$ cat src/rtl/soc_evt_id_sender.sv
// soc_evt_id_sender
// Producer end of the SoC event-ID channel. Single-cycle event pulses from
// the peripherals go into per-source saturating pending counters. A
// round-robin arbiter picks among those counters and one software-injected
// request, and pushes one ID per accepted transfer into the cluster-side
// event-ID FIFO.
//
// Handshakes:
//   FIFO side     : fifo_data_valid_o is driven straight from a register and
//                   never looks at fifo_fulln_i. A transfer happens on every
//                   rising edge where fifo_data_valid_o and fifo_fulln_i are
//                   both high. Data and valid stay stable until then.
//   Software side : sw_evt_valid_i is held, with sw_evt_id_i stable, until
//                   sw_evt_ready_o is seen high. Ready is combinational. It
//                   depends on fifo_fulln_i through the output-stage load
//                   enable. The request is consumed on the edge that closes
//                   the ready cycle.
module soc_evt_id_sender #(
   parameter int unsigned NB_EVENTS = 32,
   parameter int unsigned ID_WIDTH  = 8,
   parameter int unsigned CNT_WIDTH = 2
) (
   input  logic                 clk_i,
   input  logic                 rst_ni,
   input  logic [NB_EVENTS-1:0] evt_i,
   input  logic                 sw_evt_valid_i,
   input  logic [ID_WIDTH-1:0]  sw_evt_id_i,
   output logic                 sw_evt_ready_o,
   output logic                 fifo_data_valid_o,
   input  logic                 fifo_fulln_i,
   output logic [ID_WIDTH-1:0]  fifo_data_o,
   output logic [NB_EVENTS-1:0] overflow_o,
   input  logic                 ovf_clr_i,
   output logic                 busy_o
);

   // Slots 0..NB_EVENTS-1 are hardware sources. Slot NB_EVENTS is software.
   localparam int unsigned NB_SLOTS = NB_EVENTS + 1;
   localparam int unsigned SLOT_W   = (NB_SLOTS > 1) ? $clog2(NB_SLOTS) : 1;

   typedef logic [CNT_WIDTH-1:0] cnt_t;
   typedef logic [SLOT_W-1:0]    slot_t;

   localparam cnt_t  CNT_MAX  = '1;
   localparam slot_t SW_SLOT  = slot_t'(NB_EVENTS);
   localparam slot_t SLOT_ONE = slot_t'(1);

   // Output stage.
   logic                valid_q;
   logic [ID_WIDTH-1:0] data_q;
   logic                transfer;
   logic                load_en;

   // Arbitration.
   slot_t               rr_q;
   slot_t               rr_next;
   slot_t               winner;
   logic                found;
   logic                grant;
   logic                sw_grant;
   logic [NB_SLOTS-1:0] eligible;
   int                  idx;

   // Per-source bookkeeping.
   cnt_t                 cnt_q [NB_EVENTS];
   logic [NB_EVENTS-1:0] pending;
   logic [NB_EVENTS-1:0] hw_grant;
   logic [NB_EVENTS-1:0] ovf_set;
   logic [NB_EVENTS-1:0] ovf_q;

   // The output register can take a new ID when it is empty or is emptying
   // this cycle. That gives back-to-back grants under continuous fulln.
   assign transfer = valid_q & fifo_fulln_i;
   assign load_en  = ~valid_q | transfer;

   assign eligible = {sw_evt_valid_i, pending};

   // Find the first eligible slot, searching from rr_q and wrapping.
   always_comb begin
      found  = 1'b0;
      winner = '0;
      idx    = 0;
      for (int k = 0; k < int'(NB_SLOTS); k++) begin
         idx = int'(rr_q) + k;
         if (idx >= int'(NB_SLOTS)) begin
            idx = idx - int'(NB_SLOTS);
         end
         if (!found && eligible[idx[SLOT_W-1:0]]) begin
            found  = 1'b1;
            winner = idx[SLOT_W-1:0];
         end
      end
   end

   assign grant    = found & load_en;
   assign sw_grant = grant & (winner == SW_SLOT);

   // While reset is held the registers are cleared. Ready is gated so that
   // no software request is acknowledged and lost during reset.
   assign sw_evt_ready_o = sw_grant & rst_ni;

   // The pointer advances past the winner. After the software slot it wraps to 0.
   always_comb begin
      rr_next = rr_q;
      if (grant) begin
         if (winner == SW_SLOT) begin
            rr_next = '0;
         end else begin
            rr_next = winner + SLOT_ONE;
         end
      end
   end

   // Round-robin pointer register.
   always_ff @(posedge clk_i or negedge rst_ni) begin
      if (!rst_ni) begin
         rr_q <= '0;
      end else begin
         rr_q <= rr_next;
      end
   end

   // Output register. It loads on a grant and empties on a transfer that has no refill.
   always_ff @(posedge clk_i or negedge rst_ni) begin
      if (!rst_ni) begin
         valid_q <= 1'b0;
         data_q  <= '0;
      end else if (grant) begin
         valid_q <= 1'b1;
         if (sw_grant) begin
            data_q <= sw_evt_id_i;
         end else begin
            data_q <= ID_WIDTH'(winner);
         end
      end else if (transfer) begin
         valid_q <= 1'b0;
      end
   end

   // Per-source pending counters and overflow detection.
   for (genvar i = 0; i < int'(NB_EVENTS); i++) begin : g_src
      logic inc;
      logic dec;

      assign inc         = evt_i[i];
      assign dec         = hw_grant[i];
      assign hw_grant[i] = grant & (winner == slot_t'(i));
      assign pending[i]  = (cnt_q[i] != '0);
      // An event is lost only when it arrives at a full counter and no grant
      // frees a place in the same cycle.
      assign ovf_set[i]  = inc & ~dec & (cnt_q[i] == CNT_MAX);

      // Counter: count up on an event, down on a grant, hold when both or neither occur.
      always_ff @(posedge clk_i or negedge rst_ni) begin
         if (!rst_ni) begin
            cnt_q[i] <= '0;
         end else if (inc && !dec && (cnt_q[i] != CNT_MAX)) begin
            cnt_q[i] <= cnt_q[i] + cnt_t'(1);
         end else if (!inc && dec) begin
            cnt_q[i] <= cnt_q[i] - cnt_t'(1);
         end
      end
   end

   // Sticky overflow flags. A new loss in the clearing cycle stays set.
   always_ff @(posedge clk_i or negedge rst_ni) begin
      if (!rst_ni) begin
         ovf_q <= '0;
      end else if (ovf_clr_i) begin
         ovf_q <= ovf_set;
      end else begin
         ovf_q <= ovf_q | ovf_set;
      end
   end

   assign fifo_data_valid_o = valid_q;
   assign fifo_data_o       = data_q;
   assign overflow_o        = ovf_q;
   assign busy_o            = valid_q | (|pending);

endmodule
$ cat config.mk
export PLATFORM = sky130hd
export DESIGN_NAME = soc_evt_id_sender
export DESIGN_NICKNAME = d
export VERILOG_FILES = /design/src/rtl/soc_evt_id_sender.sv
export SDC_FILE = /design/constraint.sdc
export NUM_CORES = 1
export LEC_CHECK = 0
export ABC_AREA = 1
export CAP_MARGIN = 20
export CORE_UTILIZATION = 33
export CTS_CLUSTER_SIZE = 8
export DETAILED_ROUTE_END_ITERATION = 7
export GPL_TIMING_DRIVEN = 1
export MAX_ROUTING_LAYER = met4
export PLACE_DENSITY = 0.52
export SKIP_LAST_GASP = 1
export SYNTH_ARGS = -nofsm -noshare
export SYNTH_HDL_FRONTEND = slang
export SYNTH_SLANG_ARGS = --single-unit
$ cat constraint.sdc
create_clock -name clk_i -period 10.1 [get_ports clk_i]
set_clock_uncertainty 0.15 [all_clocks]
set_input_delay 1.515 -clock clk_i [delete_from_list [all_inputs] [get_ports clk_i]]
set_output_delay 1.515 -clock clk_i [all_outputs]
set_load 0.01 [all_outputs]
==> metrics.txt <==
status=complete, but fails checks; failing checks=design-rule violations; Achievable Freq=just over 100 MHz; crit path from=rr_q[0]; RSZ-0062 raised after global routing=false; Setup Viol. Count Final=0; worst r2r src=rr_q[2]; TritonCTS clock tree=built; Maximum Capacitance Violations=0; Clock Sinks=111; placer congestion estimate=roughly 1.1; final instance area=0.0273 mm2; Worst Path Required=8.44 ns; Die X=273 um; port bufs=87; crit path to=sw_evt_ready_o; stages on the worst setup path=44; routed wire length per instance=between 20 and 30 um; core area=0.0721 mm2; WL final=147 mm; first-pass GRT wire length=209 mm; Register-to-Register Path Depth=49; total gr overflow=0; Placement Cell Area=about 0.027 mm2; H-tree depth=3; DP Wirelength=105 mm; Max stage delay on crit path=0.60 ns; Yosys cell types=55; Synth Register Bits=~110; prevailing post-synth register cell=dfrtp_1; EDFF count, synth=0; synth top area cells=nand2_1, dfrtp_1, nand3_1; syn_nets=4579; Worst setup SP type=register; Synth Instances=4495; most used cell, CP=nand3_1; R2R Setup Slk=1.72 ns; CP max stage cell=dfrtp_4; Filler cells=roughly 8200; clk_lat worst skew=0.40 ns; number of global-route vias before repair=29900; clock period minus worst slack=9.83 ns; final setup TNS=0 ns; Rows=98; Max transition margin=21.6%; arrival time at the worst endpoint=8.16 ns; cell taking the most area after synthesis=nand2_1; Post-route DRC=16; hold buffers post-CTS=0; initial antenna violation count=10; synthesis warning total=0; delay-heaviest family, CP=simple AND/OR/NAND/NOR gates; R2R Path End=rr_q[4]; CP endpoint kind=output pin; CP bufs+invs=6; Die Y=273 um; die footprint=0.0745 mm2; Worst Tran Pin Value=roughly 1.2 ns; nets=4627; number of iterations in the first detailed-routing pass=8; Via density=6.12; Mapped Area=between 0.02 and 0.025 mm2; vias after detailed routing=33700; Syn-to-layout area delta=12.9%; clock root cell=clkbuf_16; largest net degree at the start of global routing=between 60 and 70; I/O pins=about 90; final slew viol count=0; register area share after synthesis=between 10% and 20%; HP Class=reg2reg; gr usage total=between 30 and 40%; clk buf depth=2; post-route ant nets=0; Initial Util=around a third; FF+latch area=0.00278 mm2; share of cells above drive strength 1=10.2%; Async SR Flop Fraction=100%; Crit Path Max Fanout=26; Mean Syn Cell Area=5.39 um2; initial drt markers=5403; period utilization=97.3%; top cell type's share of synthesized area=about a fifth; CTS Buf Count=9; Crit Path Category=reg2out; multi-input logic area=0.0189 mm2; CTS clk-pin slew, worst paths=0.09 ns; Hold Fails Final Rpt=0
[cells in the mapped netlist (18+ instances only)]
| library cell | count |
|---|---|
| a21oi_1 | 259 |
| ha_1 | 39 |
| o211ai_1 | 108 |
| nand2_1 | 1242 |
| nor3_1 | 27 |
| inv_1 | 421 |
| dfrtp_1 | 111 |
| nor2_2 | 22 |
| o31ai_1 | 27 |
| nand2_2 | 36 |
| o21ai_0 | 525 |
| buf_4 | 21 |
| o221ai_1 | 45 |
| nand4_1 | 79 |
| or2_2 | 22 |
| nor2_1 | 341 |
| inv_2 | 46 |
| o21ai_1 | 77 |
| xor2_1 | 71 |
| buf_2 | 41 |
| clkinv_1 | 18 |
| o22ai_1 | 28 |
| nand3_1 | 550 |
| clkbuf_1 | 147 |
| o311ai_0 | 42 |
[sequential cells by signal (all words and copies together) (netlist names)]
register / flops
cnt_q: 64
overflow_o: 32
fifo_data_o: 8
rr_q: 6
fifo_data_valid_o: 1
[layout by cell type, fill, tap and decap left out, types with 13 or more instances in the layout]
cell | synthesis | routed
o22ai_1 | 28 | 28
xor2_1 | 71 | 66
o211ai_1 | 108 | 108
o21ai_4 | 6 | 14
o21ai_2 | 17 | 22
a21oi_1 | 259 | 256
diode_2 | 0 | 14
dfrtp_1 | 111 | 108
clkinv_1 | 18 | 17
o311ai_0 | 42 | 42
o21ai_0 | 525 | 520
nand4_1 | 79 | 79
nor3_1 | 27 | 26
or2_2 | 22 | 22
nand3_1 | 550 | 549
inv_1 | 421 | 417
ha_1 | 39 | 30
clkdlybuf4s50_1 | 0 | 86
inv_2 | 46 | 45
o21ai_1 | 77 | 69
o31ai_1 | 27 | 27
nand2_2 | 36 | 46
nor2_1 | 341 | 317
nor2_2 | 22 | 46
o221ai_1 | 45 | 45
nand2_1 | 1242 | 1226
buf_4 | 21 | 166
nor4_1 | 17 | 16
nand2_4 | 6 | 13
[per-layer routing]
layer,up-vias,global-route usage (%),share of wire (%)
met1,15300,49.0,39
li1,15400,-,-
met3,682,8.36,12
met5,-,-,0
met2,2380,56.3,41
met4,0,27.2,8.5
[stage by stage]
stage | setup WS (ns) | cells | utilization, % | hold WS, ns
after floorplan | 1.64 | 4495 | - | 0.322
final | 0.274 | 5512 | 37.9 | 0.337
after global placement | 0.207 | 5472 | 36.8 | 0.313
after detailed placement | 0.190 | 5474 | 36.8 | 0.316
after global routing | 0.00713 | 5508 | 37.9 | 0.361
after CTS | 0.0173 | 5490 | 37.3 | 0.343
[layout make-up]
class	instances	area share [%]
diodes	14	0.128
clock buffers	10	0.874
clock inverters	6	0.265
inverters	488	6.81
multi-input cells	3673	69.3
flip-flops and latches	111	10.2
well taps	950	4.35
repair buffers	258	8.06
repair inverters	2	0.0458
[what timing repair did]
action,in CTS,in global routing
gates cloned,0,3
setup endpoints to repair,1,1
resized for setup,4,88
buffers inserted,0,4
pin swaps,0,3
[worst register-to-register path, delay by kind of cell, from the launching register on]
kind                     cells  cell delay, ns
adder cells (fa/ha/maj)      1            0.19
XOR/XNOR                     1            0.45
buffers and inverters       10            1.78
AO/OA/AOI/OAI                2            0.34
AND/OR/NAND/NOR             35            4.81
flip-flops                   1            0.52
[worst min-delay path by stage]
| stage | start | to | slack, ns | cells after the start |
|---|---|---|---|---|
| floorplan | cnt_q[13] | cnt_q[13] | 0.32 | 2 |
| global placement | fifo_data_o[6] | fifo_data_o[6] | 0.31 | 2 |
| detailed placement | fifo_data_o[5] | fifo_data_o[5] | 0.32 | 2 |
| CTS | overflow_o[9] | overflow_o[9] | 0.34 | 2 |
| global route | fifo_data_o[5] | fifo_data_o[5] | 0.36 | 2 |
| finish | overflow_o[9] | overflow_o[9] | 0.34 | 2 |
[cell families (layout without fill, tap and decap cells)]
family | after synthesis | in the layout | share of synthesized area [%]
flip-flops | 111 | 111 | 11.5
adder cells (fa/ha/maj) | 39 | 39 | 2.01
AO/OA/AOI/OAI | 1162 | 1162 | 27.8
other | 0 | 14 | 0
buffers and inverters | 712 | 764 | 12.0
XOR/XNOR | 89 | 89 | 3.40
AND/OR/NAND/NOR | 2382 | 2383 | 43.3
Power is not shown: default switching activity piles up to over one toggle a cycle in this logic, so the estimate is an artifact.
